### config.mk
export PLATFORM = sky130hd
export DESIGN_NAME = sensor_spi_responder
export DESIGN_NICKNAME = d
export VERILOG_FILES = /design/src/rtl/sensor_spi_pkg.sv /design/src/rtl/sensor_spi_sync_edge.sv /design/src/rtl/sensor_spi_responder.sv
export SDC_FILE = /design/constraint.sdc
export NUM_CORES = 1
export LEC_CHECK = 0
export ABC_AREA = 1
export CAP_MARGIN = 20
export CORE_ASPECT_RATIO = 1.5
export CORE_MARGIN = 2
export CORE_UTILIZATION = 57
export CTS_BUF_LIST = sky130_fd_sc_hd__clkbuf_4 sky130_fd_sc_hd__clkbuf_8 sky130_fd_sc_hd__clkbuf_16
export DETAILED_ROUTE_END_ITERATION = 12
export PLACE_DENSITY = 0.87
export SLEW_MARGIN = 20
export SYNTH_ARGS = -nofsm -noshare
export SYNTH_HDL_FRONTEND = slang
export SYNTH_SLANG_ARGS = --single-unit
### constraint.sdc
create_clock -name clk0 -period 4.8 [get_ports clk0]
set_clock_uncertainty 0.05 [all_clocks]
set_input_delay 1.2 -clock clk0 [delete_from_list [all_inputs] [get_ports clk0]]
set_output_delay 1.2 -clock clk0 [all_outputs]
set_load 0.05 [all_outputs]
### src/rtl/sensor_spi_pkg.sv
// Shared definitions for the 16-bit CMV300-style SPI register protocol
// (responder and master sides).
package sensor_spi_pkg;

    typedef enum logic [2:0] {
        ST_IDLE,
        ST_CMD,
        ST_DATA_WR,
        ST_DATA_RD,
        ST_DONE
    } spi_state_e;

    localparam int   FRAME_BITS = 16;
    localparam int   CMD_BITS   = 8;
    localparam int   RW_BIT     = 15;
    localparam logic RW_WRITE   = 1'b1;

    // R/W flag taken from the command byte (upper half of the frame).
    function automatic logic cmd_rw(input logic [CMD_BITS-1:0] cmd);
        return cmd[RW_BIT-CMD_BITS];
    endfunction

endpackage

### src/rtl/sensor_spi_sync_edge.sv
// Multi-flop synchronizer for one async pin, with one-cycle rise/fall
// pulses derived from the last two synchronized samples.
module sensor_spi_sync_edge #(
    parameter int STAGES = 2
) (
    input  logic clk0,
    input  logic reset_n,
    input  logic d,
    output logic q,
    output logic rise,
    output logic fall
);

    logic [STAGES-1:0] sync;
    logic              prev;

    always_ff @(posedge clk0 or negedge reset_n) begin
        if (!reset_n) begin
            sync <= '0;
            prev <= 1'b0;
        end else begin
            sync <= {sync[STAGES-2:0], d};
            prev <= sync[STAGES-1];
        end
    end

    assign q    = sync[STAGES-1];
    assign rise = q & ~prev;
    assign fall = ~q & prev;

endmodule

### src/rtl/sensor_spi_responder.sv
// Sensor-side SPI responder: oversamples the SPI pins in clk0, decodes
// 16-bit R/W frames and drives a simple register-port handshake.
module sensor_spi_responder
    import sensor_spi_pkg::*;
#(
    parameter int SYNC_STAGES = 2,
    parameter int RD_LATENCY  = 1,
    parameter int ERR_W       = 8
) (
    input  logic             clk0,
    input  logic             reset_n,
    input  logic             pin_spi_clk,
    input  logic             pin_spi_en,
    input  logic             pin_spi_in,
    input  logic             pin_spi_reset,
    output logic             pin_spi_out,
    output logic             pin_spi_out_oe,
    output logic [6:0]       reg_addr,
    output logic [7:0]       reg_wdata,
    output logic             reg_we,
    output logic             reg_re,
    input  logic [7:0]       reg_rdata,
    output logic             frame_busy,
    output logic [ERR_W-1:0] err_cnt
);

    logic clk_q, clk_rise, clk_fall;
    logic en_q, en_rise, en_fall;
    logic in_q, in_rise, in_fall;
    logic unused_edges;

    sensor_spi_sync_edge #(.STAGES(SYNC_STAGES)) u_sync_clk (
        .clk0(clk0), .reset_n(reset_n), .d(pin_spi_clk),
        .q(clk_q), .rise(clk_rise), .fall(clk_fall)
    );
    sensor_spi_sync_edge #(.STAGES(SYNC_STAGES)) u_sync_en (
        .clk0(clk0), .reset_n(reset_n), .d(pin_spi_en),
        .q(en_q), .rise(en_rise), .fall(en_fall)
    );
    sensor_spi_sync_edge #(.STAGES(SYNC_STAGES)) u_sync_in (
        .clk0(clk0), .reset_n(reset_n), .d(pin_spi_in),
        .q(in_q), .rise(in_rise), .fall(in_fall)
    );

    assign unused_edges = ^{clk_q, en_fall, in_rise, in_fall};

    spi_state_e            state, state_n;
    logic [4:0]            bit_cnt;
    logic [CMD_BITS-1:0]   sr, cmd_word;
    logic [7:0]            tx, rd_src;
    logic [RD_LATENCY:1]   rd_pipe;
    logic [SYNC_STAGES:0]  prime;
    logic                  armed;
    logic                  in_frame, cmd_end, frame_end, abort;
    logic                  cmd_latch, re_set, we_set, err_inc, miso_shift;

    assign cmd_word  = {sr[CMD_BITS-2:0], in_q};
    assign in_frame  = (state == ST_CMD) || (state == ST_DATA_WR) || (state == ST_DATA_RD);
    assign cmd_end   = clk_rise && (bit_cnt == 5'(CMD_BITS-1));
    assign frame_end = clk_rise && (bit_cnt == 5'(FRAME_BITS-1));
    // An enable drop coinciding with the last rise still counts as a full frame.
    assign abort     = in_frame && !en_q && !frame_end;
    assign rd_src    = rd_pipe[RD_LATENCY] ? reg_rdata : tx;

    always_ff @(posedge clk0 or negedge reset_n) begin
        if (!reset_n) state <= ST_IDLE;
        else          state <= state_n;
    end

    always_comb begin
        state_n = state;
        if (!pin_spi_reset) begin
            state_n = ST_IDLE;
        end else begin
            case (state)
                ST_IDLE:    if (en_rise && armed) state_n = ST_CMD;
                ST_CMD: begin
                    if (abort)        state_n = ST_IDLE;
                    else if (cmd_end) state_n = (cmd_rw(cmd_word) == RW_WRITE) ? ST_DATA_WR : ST_DATA_RD;
                end
                ST_DATA_WR,
                ST_DATA_RD: begin
                    if (abort)          state_n = ST_IDLE;
                    else if (frame_end) state_n = ST_DONE;
                end
                ST_DONE:    if (!en_q) state_n = ST_IDLE;
                default:    state_n = ST_IDLE;
            endcase
        end
    end

    always_comb begin
        frame_busy = (state != ST_IDLE);
        cmd_latch  = 1'b0;
        re_set     = 1'b0;
        we_set     = 1'b0;
        err_inc    = 1'b0;
        miso_shift = 1'b0;
        if (pin_spi_reset) begin
            err_inc    = abort;
            cmd_latch  = (state == ST_CMD) && cmd_end && !abort;
            re_set     = cmd_latch && (cmd_rw(cmd_word) != RW_WRITE);
            we_set     = (state == ST_DATA_WR) && frame_end;
            miso_shift = (state == ST_DATA_RD) && clk_fall;
        end
    end

    always_ff @(posedge clk0 or negedge reset_n) begin
        if (!reset_n) begin
            bit_cnt        <= '0;
            sr             <= '0;
            tx             <= '0;
            rd_pipe        <= '0;
            prime          <= '0;
            armed          <= 1'b0;
            reg_addr       <= '0;
            reg_wdata      <= '0;
            reg_we         <= 1'b0;
            reg_re         <= 1'b0;
            err_cnt        <= '0;
            pin_spi_out    <= 1'b0;
            pin_spi_out_oe <= 1'b0;
        end else begin
            // Enable must be seen low once the synchronizer holds real samples,
            // so a frame already in flight at reset release is skipped.
            prime <= {prime[SYNC_STAGES-1:0], 1'b1};
            if (prime[SYNC_STAGES] && !en_q) armed <= 1'b1;

            if (state == ST_IDLE)           bit_cnt <= '0;
            else if (clk_rise && in_frame)  bit_cnt <= bit_cnt + 5'd1;
            if (clk_rise && in_frame)       sr <= cmd_word;

            reg_re <= re_set;
            reg_we <= we_set;
            if (cmd_latch) reg_addr  <= cmd_word[CMD_BITS-2:0];
            if (we_set)    reg_wdata <= cmd_word;
            if (err_inc && (err_cnt != '1)) err_cnt <= err_cnt + ERR_W'(1);

            rd_pipe[1] <= reg_re;
            for (int i = 2; i <= RD_LATENCY; i++) rd_pipe[i] <= rd_pipe[i-1];

            // Read data may land in the same cycle as the first fall; rd_src bypasses it.
            if (state_n == ST_IDLE) begin
                pin_spi_out    <= 1'b0;
                pin_spi_out_oe <= 1'b0;
            end else if (miso_shift) begin
                pin_spi_out    <= rd_src[7];
                pin_spi_out_oe <= 1'b1;
                tx             <= {rd_src[6:0], 1'b0};
            end else if (rd_pipe[RD_LATENCY]) begin
                tx <= reg_rdata;
            end
        end
    end

endmodule

Word level (Yosys, flattened, before mapping)
Cells that the tools add are included.
Widths: inputs -> output; s select.
{ "word_totals": {"out_inout_bits": 28, "input_bits": 14, "ff_bits": 63, "elab_cells": 81} }
{ "classes": {"n_mux": 22, "n_bitwise": 7, "n_reduce_logical": 24, "n_addsub": 2, "eq_ne": 7} }
{ "op_table": {"columns": ["operator", "n"], "rows": [
  ["$mux 3", 7],
  ["$mux 8", 2],
  ["$logic_and 1x1->1", 13],
  ["$pmux 3 s4", 1],
  ["$mux 1", 10],
  ["$mux 5", 2],
  ["$add 8x1->8 const B", 1],
  ["$ne 8x8->1 const B", 1],
  ["$eq 3x2->1 const B", 2],
  ["$logic_not 3->1", 2],
  ["$add 5x1->5 const B", 1],
  ["$eq 5x3->1 const B", 1],
  ["$eq 5x4->1 const B", 1],
  ["$not 1->1", 4],
  ["$reduce_bool 2->1", 2],
  ["$and 1x1->1", 3],
  ["$eq 3x1->1 const B", 1],
  ["$eq 3x3->1 const B", 1],
  ["$logic_not 1->1", 3],
  ["$reduce_bool 3->1", 1],
  ["$logic_or 1x1->1", 2],
  ["$reduce_or 2->1", 1]
]} }

Depth between registers and ports, before layout
Gate-level depths: netlist of run 1.
{ "logic_depth": {"ltp_word": 10, "depth_mapped": 13, "mapped_depth_nobuf": 13} }

Modules after synthesis
A second synthesis of run 1 with hierarchy kept.
{ "unflattened": {"cells_unflattened": 326, "hier_area_um2": 2810.2} }
{ "by_module_without_submodules": {"columns": ["mod", "area_per_inst_um2", "n_inst", "cells_each", "seq_area_each_um2"], "rows": [
  ["sensor_spi_responder", 2539.9, 1, 305, 1376.3],
  ["sensor_spi_sync_edge", 90.1, 3, 7, 75.1]
]} }

Worst setup path after synthesis of run 1
Ideal clock, no wire load.
{ "synth_path": {"path_kind": "register -> output", "from": "register state[2]", "to": "output port frame_busy", "arrival_ns": 0.937, "t_required_ns": 3.550, "n_path_buf": 0, "setup_slack_ns": 2.613, "stages_incl_launch_ff": 5, "cell_sequence": "dfrtp_1 inv_2 nand2_2 nor2_1 inv_1"} }
{ "synth_via": {"elab_chain_len": 1} }
{ "synth_rtl": {"columns": ["item", "line", "source"], "rows": [
  ["from (decl)", "sensor_spi_responder.sv:47", "spi_state_e state, state_n;"],
  ["from (signal assigned)", "sensor_spi_responder.sv:67", "else state <= state_n;"],
  ["$reduce_bool 3->1", "sensor_spi_responder.sv:93", "frame_busy = (state != ST_IDLE);"],
  ["to (decl)", "sensor_spi_responder.sv:23", "output logic frame_busy,"]
]} }
Every way passes these cells.

Worst setup path after layout of run 1
Ends and elaborated chain as after synthesis.

==> impl_metrics.yaml, run 1 <==
worst_setup_path:
  critPathMaxStageDelay_ns: 0.70
  crit_family: "buffers and inverters"
  crit_chain: "inv_2 -> nand2_2 -> nor2_1 -> inv_1 -> clkdlybuf4s50_1"
  critPathBufInv: 3
  reg2reg_depth: 12
  path_class: "flip-flop to output port"
  critPathMaxFanout: 4
  crit_path_end_kind: "output port"
  critical-path-slowest-cell: "clkdlybuf4s50_1"
  crit_cells: 5
  required_ns: 3.55
  cp.arrival_ns: 1.91
  start_kind: "flip-flop"
sta:
  setup_viol: 0
  slew-limit-headroom_pct: 55.8
  fmax_ghz: 0.317
  setup_tns_ns: 0
  finalCritPeriodShare_pct: 65.8
  worst-slew-pin-transition_ns: 0.662
  fin_crit_ns: 3.16
  timing_hold_violations_final: 0
  drv_slew: 0
  grt_setup_unrepaired: "no"
yosys:
  synth.cell_area_sq_um: 2750
  ys_seq_area_share_pct: 57.3
  ys.flop_type: "dfrtp_1"
  synth_edf_count: 0
  yosys.area.top_type: "dfrtp_1"
  yosysTopAreaCellShare_pct: 57.3
  syn_area_per_cell_sq_um: 9.03
  yosysWarningCount: 0
  netlist_instances: 305
  yosysMostFrequentCell: "nand2_1"
  synth_cell_types: 34
  yosys-top-cells-area: "dfrtp_1 (57%), nand2_1 (13%), o21ai_0 (4.9%)"
  synth_nets: 322
  synth_seq_cells: 63
  synth_common_cells: "nand2_1 (94), dfrtp_1 (63), inv_1 (32), o21ai_0 (27), nor2_1 (17)"
  async_reset_ff_share_pct: 100
cts:
  hold_buffers: 0
  clk_latency_ns: 0.34
  cts_buffers: 9
  h-tree-depth: 3
  clock-sinks: 63
  clock-root-buffer: "clkbuf_8"
  clk_pin_slew_ns: 0.06
  cts_setup_buffers: 0
  cts_resized: 0
  clk_path_buf_depth: 2
  cts_tree: "done"
route:
  drt_iter0_drc: 105
  wl_per_cell_um: 12.3
  final_antenna_net_count: 0
  vias: 2143
  vias_per_cell: 5.09
  drc: 0
  drt_first_pass_iters: 4
  wirelength_um: 5200
placement:
  gp_congestion: 0.874
  dp.cells: 406
  hpwl_um: 3720
  numPortBuffers: 41
power_and_ir_drop:
  power.switching_uw: 323
  switching_share_pct: 26.8
  p_per_area_nw_per_um2: 353
  max-vdd-ir-drop_uv: 289
  p_int_uw: 884
  p_leak_nw: 1.65
  clkPwrFrac_pct: 38.1
  p_total_mw: 1.21
  combPwrFrac_pct: 13.6
  p_seq_share_pct: 48.3
floorplanning:
  initial_utilization_pct: 58.2
  ios: 42
  dieArea_sq_um: 5410
  die_h_um: 89.1
  rows: 31
  core_sq_um: 4730
  die_w_um: 60.7
finish:
  layout-drive-gt1-share_pct: 9.58
  post-route-util_pct: 72.2
  multiInputGateArea_sq_um: 1010
  fin_nets: 368
  finalNonFillerCells: 421
  synthToLayoutAreaGrowth_pct: 24.2
  diodes: 0
  register_area_sq_um: 1580
  fillers: 351
global_route:
  grt_pass1_vias: 2096
  antenna_found_initial: 0
  grt.overflow.total: 0
  grt_max_degree: 34
  grt_use_total_pct: 22.0
  grt_pass1_wl_um: 8630
worst_hold_path:
  hold_class: "flip-flop to flip-flop"
  holdPathStages: 0
outcome:
  outcome: "finished, final reports clean"
run:
  cap_violations: 0
## layer usage
metal / vias up / track usage (%) / routed length (um)
met1: 1023 / 23.2 / 2120
met3: 8 / 7.96 / 219
met5: - / 0 / 0
li1: 1068 / - / -
met4: 0 / 10.7 / 84
met2: 44 / 38.0 / 2780
## power by group through the flow
stage	combinational, mW	clock [mW]	sequential, mW
after floorplan	0.0563	0	0.634
after global placement	0.161	0	0.591
after detailed placement	0.166	0	0.592
after CTS	0.167	0.470	0.583
after global routing	0.182	0.496	0.586
final	0.164	0.460	0.583
## worst register-to-register path, cell delays in order (launching register included)
cell     delay [ns]
dfrtp_1        0.41
ha_1           0.22
nand2_1        0.11
nor2_1         0.06
ha_1           0.17
nand3_1        0.13
nand2_1        0.11
nor2_4         0.15
nor2_2         0.08
a21oi_4        0.28
nand3_4        0.18
nand2_1        0.10
nand2_1        0.05
## worst paths after layout
check,from,end,slack (ns)
max in group asynchronous,reset_n,state[0]$_DFF_PN0_,2.96
min,prime[1]$_DFF_PN0_,prime[2]$_DFF_PN0_,0.30
min in group asynchronous,reset_n,tx[2]$_DFFE_PN0P_,0.85
max,state[2]$_DFF_PN0_,frame_busy,1.64
min reg2reg,prime[1]$_DFF_PN0_,prime[2]$_DFF_PN0_,0.30
max reg2reg,bit_cnt[0]$_DFFE_PN0P_,tx[5]$_DFFE_PN0P_,2.59
## cell type report
class                           count  share of cell area (%)
Tap cell                           66                    2.42
Sequential cell                    63                    46.1
Clock inverter                      3                    1.24
Inverter                           35                    3.84
Timing Repair Buffer               42                    12.1
Clock buffer                       12                    4.65
Multi-Input combinational cell    200                    29.6
## state kept, by name, summed over array words and instances (netlist names), 2 cells and up
name and cells:
prime 3, err_cnt 8, reg_wdata 8, state 3, u_sync_en.sync 2, reg_addr 7
u_sync_in.sync 2, sr 7, u_sync_clk.sync 2, tx 8, bit_cnt 5
## cells by family after synthesis
family | count (synthesis) | share of synthesized area [%]
buf+inv | 42 | 5.91
fa+ha+maj | 3 | 1.36
other cells | 1 | 0.136
simple gates | 145 | 23.8
flops | 63 | 57.3
xor+xnor | 7 | 2.23
compound gates | 43 | 8.91
mux | 1 | 0.364
## through the flow
stage	hold slack (ns)	setup WS [ns]	cell area, sq um
2_1_floorplan	0.281	2.61	2750
3_3_place_gp	0.283	1.89	3220
6_report	0.298	1.64	3420
4_1_cts	0.300	1.59	3420
3_5_place_dp	0.286	1.79	3220
5_1_grt	0.305	1.53	3420
## placed cells by master, fill, tap and decap left out, drive strengths merged, types with 2 or more instances in the layout
| cell type | netlist | final |
|---|---|---|
| ha | 3 | 3 |
| nor2 | 21 | 21 |
| clkdlybuf4s50 | 0 | 40 |
| xor2 | 4 | 4 |
| o21ai | 32 | 32 |
| clkbuf | 3 | 12 |
| nand4 | 13 | 13 |
| nand2 | 96 | 96 |
| inv | 35 | 35 |
| a21oi | 2 | 2 |
| dfrtp | 63 | 63 |
| a31oi | 5 | 5 |
| nor3 | 2 | 2 |
| nand3 | 9 | 9 |
| o22ai | 2 | 2 |
| xnor2 | 3 | 3 |
| buf | 4 | 2 |
Note: power is estimated with default switching activity, not from simulation.
==> run 2: changes to the inputs <==
--- a/config.mk
+++ b/config.mk
@@ -9,10 +9,10 @@
 export CAP_MARGIN = 20
 export CORE_ASPECT_RATIO = 1.5
 export CORE_MARGIN = 2
-export CORE_UTILIZATION = 57
+export CORE_UTILIZATION = 53
 export CTS_BUF_LIST = sky130_fd_sc_hd__clkbuf_4 sky130_fd_sc_hd__clkbuf_8 sky130_fd_sc_hd__clkbuf_16
 export DETAILED_ROUTE_END_ITERATION = 12
-export PLACE_DENSITY = 0.87
+export PLACE_DENSITY = 0.82
 export SLEW_MARGIN = 20
 export SYNTH_ARGS = -nofsm -noshare
 export SYNTH_HDL_FRONTEND = slang
==> constraint.sdc (replaced) <==
create_clock -name clk0 -period 3.2 [get_ports clk0]
set_clock_uncertainty 0.05 [all_clocks]
set_input_delay 0.8 -clock clk0 [delete_from_list [all_inputs] [get_ports clk0]]
set_output_delay 0.8 -clock clk0 [all_outputs]
set_load 0.05 [all_outputs]
==> impl_metrics.yaml, run 2 (synthesis gave the netlist of run 1 again) <==
outcome:
  outcome: "finished, final reports clean"
cts:
  clk_latency_ns: 0.34
  h-tree-depth: 3
  clock-sinks: 63
  cts_resized: 0
  clk_pin_slew_ns: 0.07
  cts_buffers: 9
  clock-root-buffer: "clkbuf_8"
  clk_path_buf_depth: 2
  cts_setup_buffers: 0
  cts_tree: "done"
  hold_buffers: 0
finish:
  finalNonFillerCells: 424
  synthToLayoutAreaGrowth_pct: 24.6
  layout-drive-gt1-share_pct: 9.83
  diodes: 0
  fillers: 412
  mostFrequentLayoutCells: "nand2_1 (94), dfrtp_1 (63), clkdlybuf4s50_1 (40)"
  multiInputGateArea_sq_um: 1010
  layout_commonest_cell: "nand2_1"
  fin_area_sq_um: 3430
  fin_nets: 368
  register_area_sq_um: 1580
  post-route-util_pct: 67.4
  top_regs: "err_cnt (8), reg_wdata (8), tx (8)"
sta:
  fin_crit_ns: 2.80
  worst-slew-pin-transition_ns: 0.742
  timing_hold_violations_final: 0
  grt_setup_unrepaired: "no"
  finalWorstSetupSlack_ns: 0.395
  setup_tns_ns: 0
  whs_ns: 0.302
  fmax_ghz: 0.357
  setup_viol: 0
  slew-limit-headroom_pct: 50.5
  finalCritPeriodShare_pct: 87.6
  drv_slew: 0
placement:
  placed_cell_area_sq_um: 3230
  pre_cts_slack_ns: 0.572
  dp.cells: 408
  numPortBuffers: 41
  gp_congestion: 0.792
  hpwl_um: 3860
route:
  drt_first_pass_iters: 4
  vias_per_cell: 5.06
  wirelength_um: 5420
  vias: 2146
  final_antenna_net_count: 0
  drc: 0
  drt_iter0_drc: 114
  wl_per_cell_um: 12.8
floorplanning:
  initial_utilization_pct: 54.1
  die_h_um: 92.3
  dieArea_sq_um: 5800
  core_sq_um: 5080
  die_w_um: 62.8
  ios: 42
  rows: 32
global_route:
  grt_max_degree: 34
  grt_pass1_vias: 2181
  antenna_found_initial: 0
  grt_use_total_pct: 21.4
  grt.overflow.total: 0
  grt_pass1_wl_um: 9430
worst_setup_path:
  crit_path_end_kind: "output port"
  crit_end: "frame_busy"
  cp.arrival_ns: 1.95
  crit_start: "state[1]$_DFF_PN0_"
  r2r_start: "bit_cnt[0]$_DFFE_PN0P_"
  required_ns: 2.35
  r2r_slack_ns: 0.96
  start_kind: "flip-flop"
  critPathMaxFanout: 4
  reg2reg_depth: 8
  r2r-end: "reg_wdata[1]$_DFFE_PN0P_"
  path_class: "flip-flop to output port"
power_and_ir_drop:
  max-vdd-ir-drop_uv: 492
  p_per_area_nw_per_um2: 523
  p_total_mw: 1.79
  p_leak_nw: 1.66
worst_hold_path:
  hold_class: "flip-flop to flip-flop"
run:
  cap_violations: 0
[run 2: changes by cell type in the layout (fill, tap and decap cells not counted), sizes merged]
cell    change
clkinv      +4
clkbuf      -3
[run 2: cell type report]
type | count | share of cell area (%)
inverter | 35 | 3.83
timing repair buffer | 42 | 12.4
tap | 68 | 2.48
clock buffer | 9 | 3.61
multi-input combinational | 200 | 29.6
clock inverter | 7 | 2.15
sequential | 63 | 46.0
[run 2: per-layer routing]
metal / GRT usage (%) / wire length (um) / vias to the layer above
met5: 0 / 0 / -
met4: 10.4 / 91 / 0
met3: 6.13 / 204 / 9
met2: 39.8 / 2960 / 37
met1: 21.6 / 2160 / 1023
li1: - / - / 1077
[run 2: worst min path at each step]
stage / from / to / slack [ns] / depth (start not counted)
2_1_floorplan: prime[0]$_DFF_PN0_ / prime[1]$_DFF_PN0_ / 0.28 / 0
3_3_place_gp: u_sync_clk.sync[0]$_DFF_PN0_ / u_sync_clk.sync[1]$_DFF_PN0_ / 0.28 / 0
3_5_place_dp: prime[1]$_DFF_PN0_ / prime[2]$_DFF_PN0_ / 0.29 / 0
4_1_cts: prime[1]$_DFF_PN0_ / prime[2]$_DFF_PN0_ / 0.30 / 0
5_1_grt: u_sync_in.sync[0]$_DFF_PN0_ / u_sync_in.sync[1]$_DFF_PN0_ / 0.31 / 0
6_report: prime[1]$_DFF_PN0_ / prime[2]$_DFF_PN0_ / 0.30 / 0
[run 2: power breakdown]
part           internal, mW  switching [mW]
combinational        0.0851           0.165
clock                 0.360           0.310
sequential            0.838          0.0373
total                  1.28           0.512
[run 2: critical path, cell delays in order, from the launching register on]
cell	delay (ns)
dfrtp_1	0.44
inv_2	0.10
nand2_2	0.07
nor2_1	0.23
inv_1	0.07
clkdlybuf4s50_1	0.70
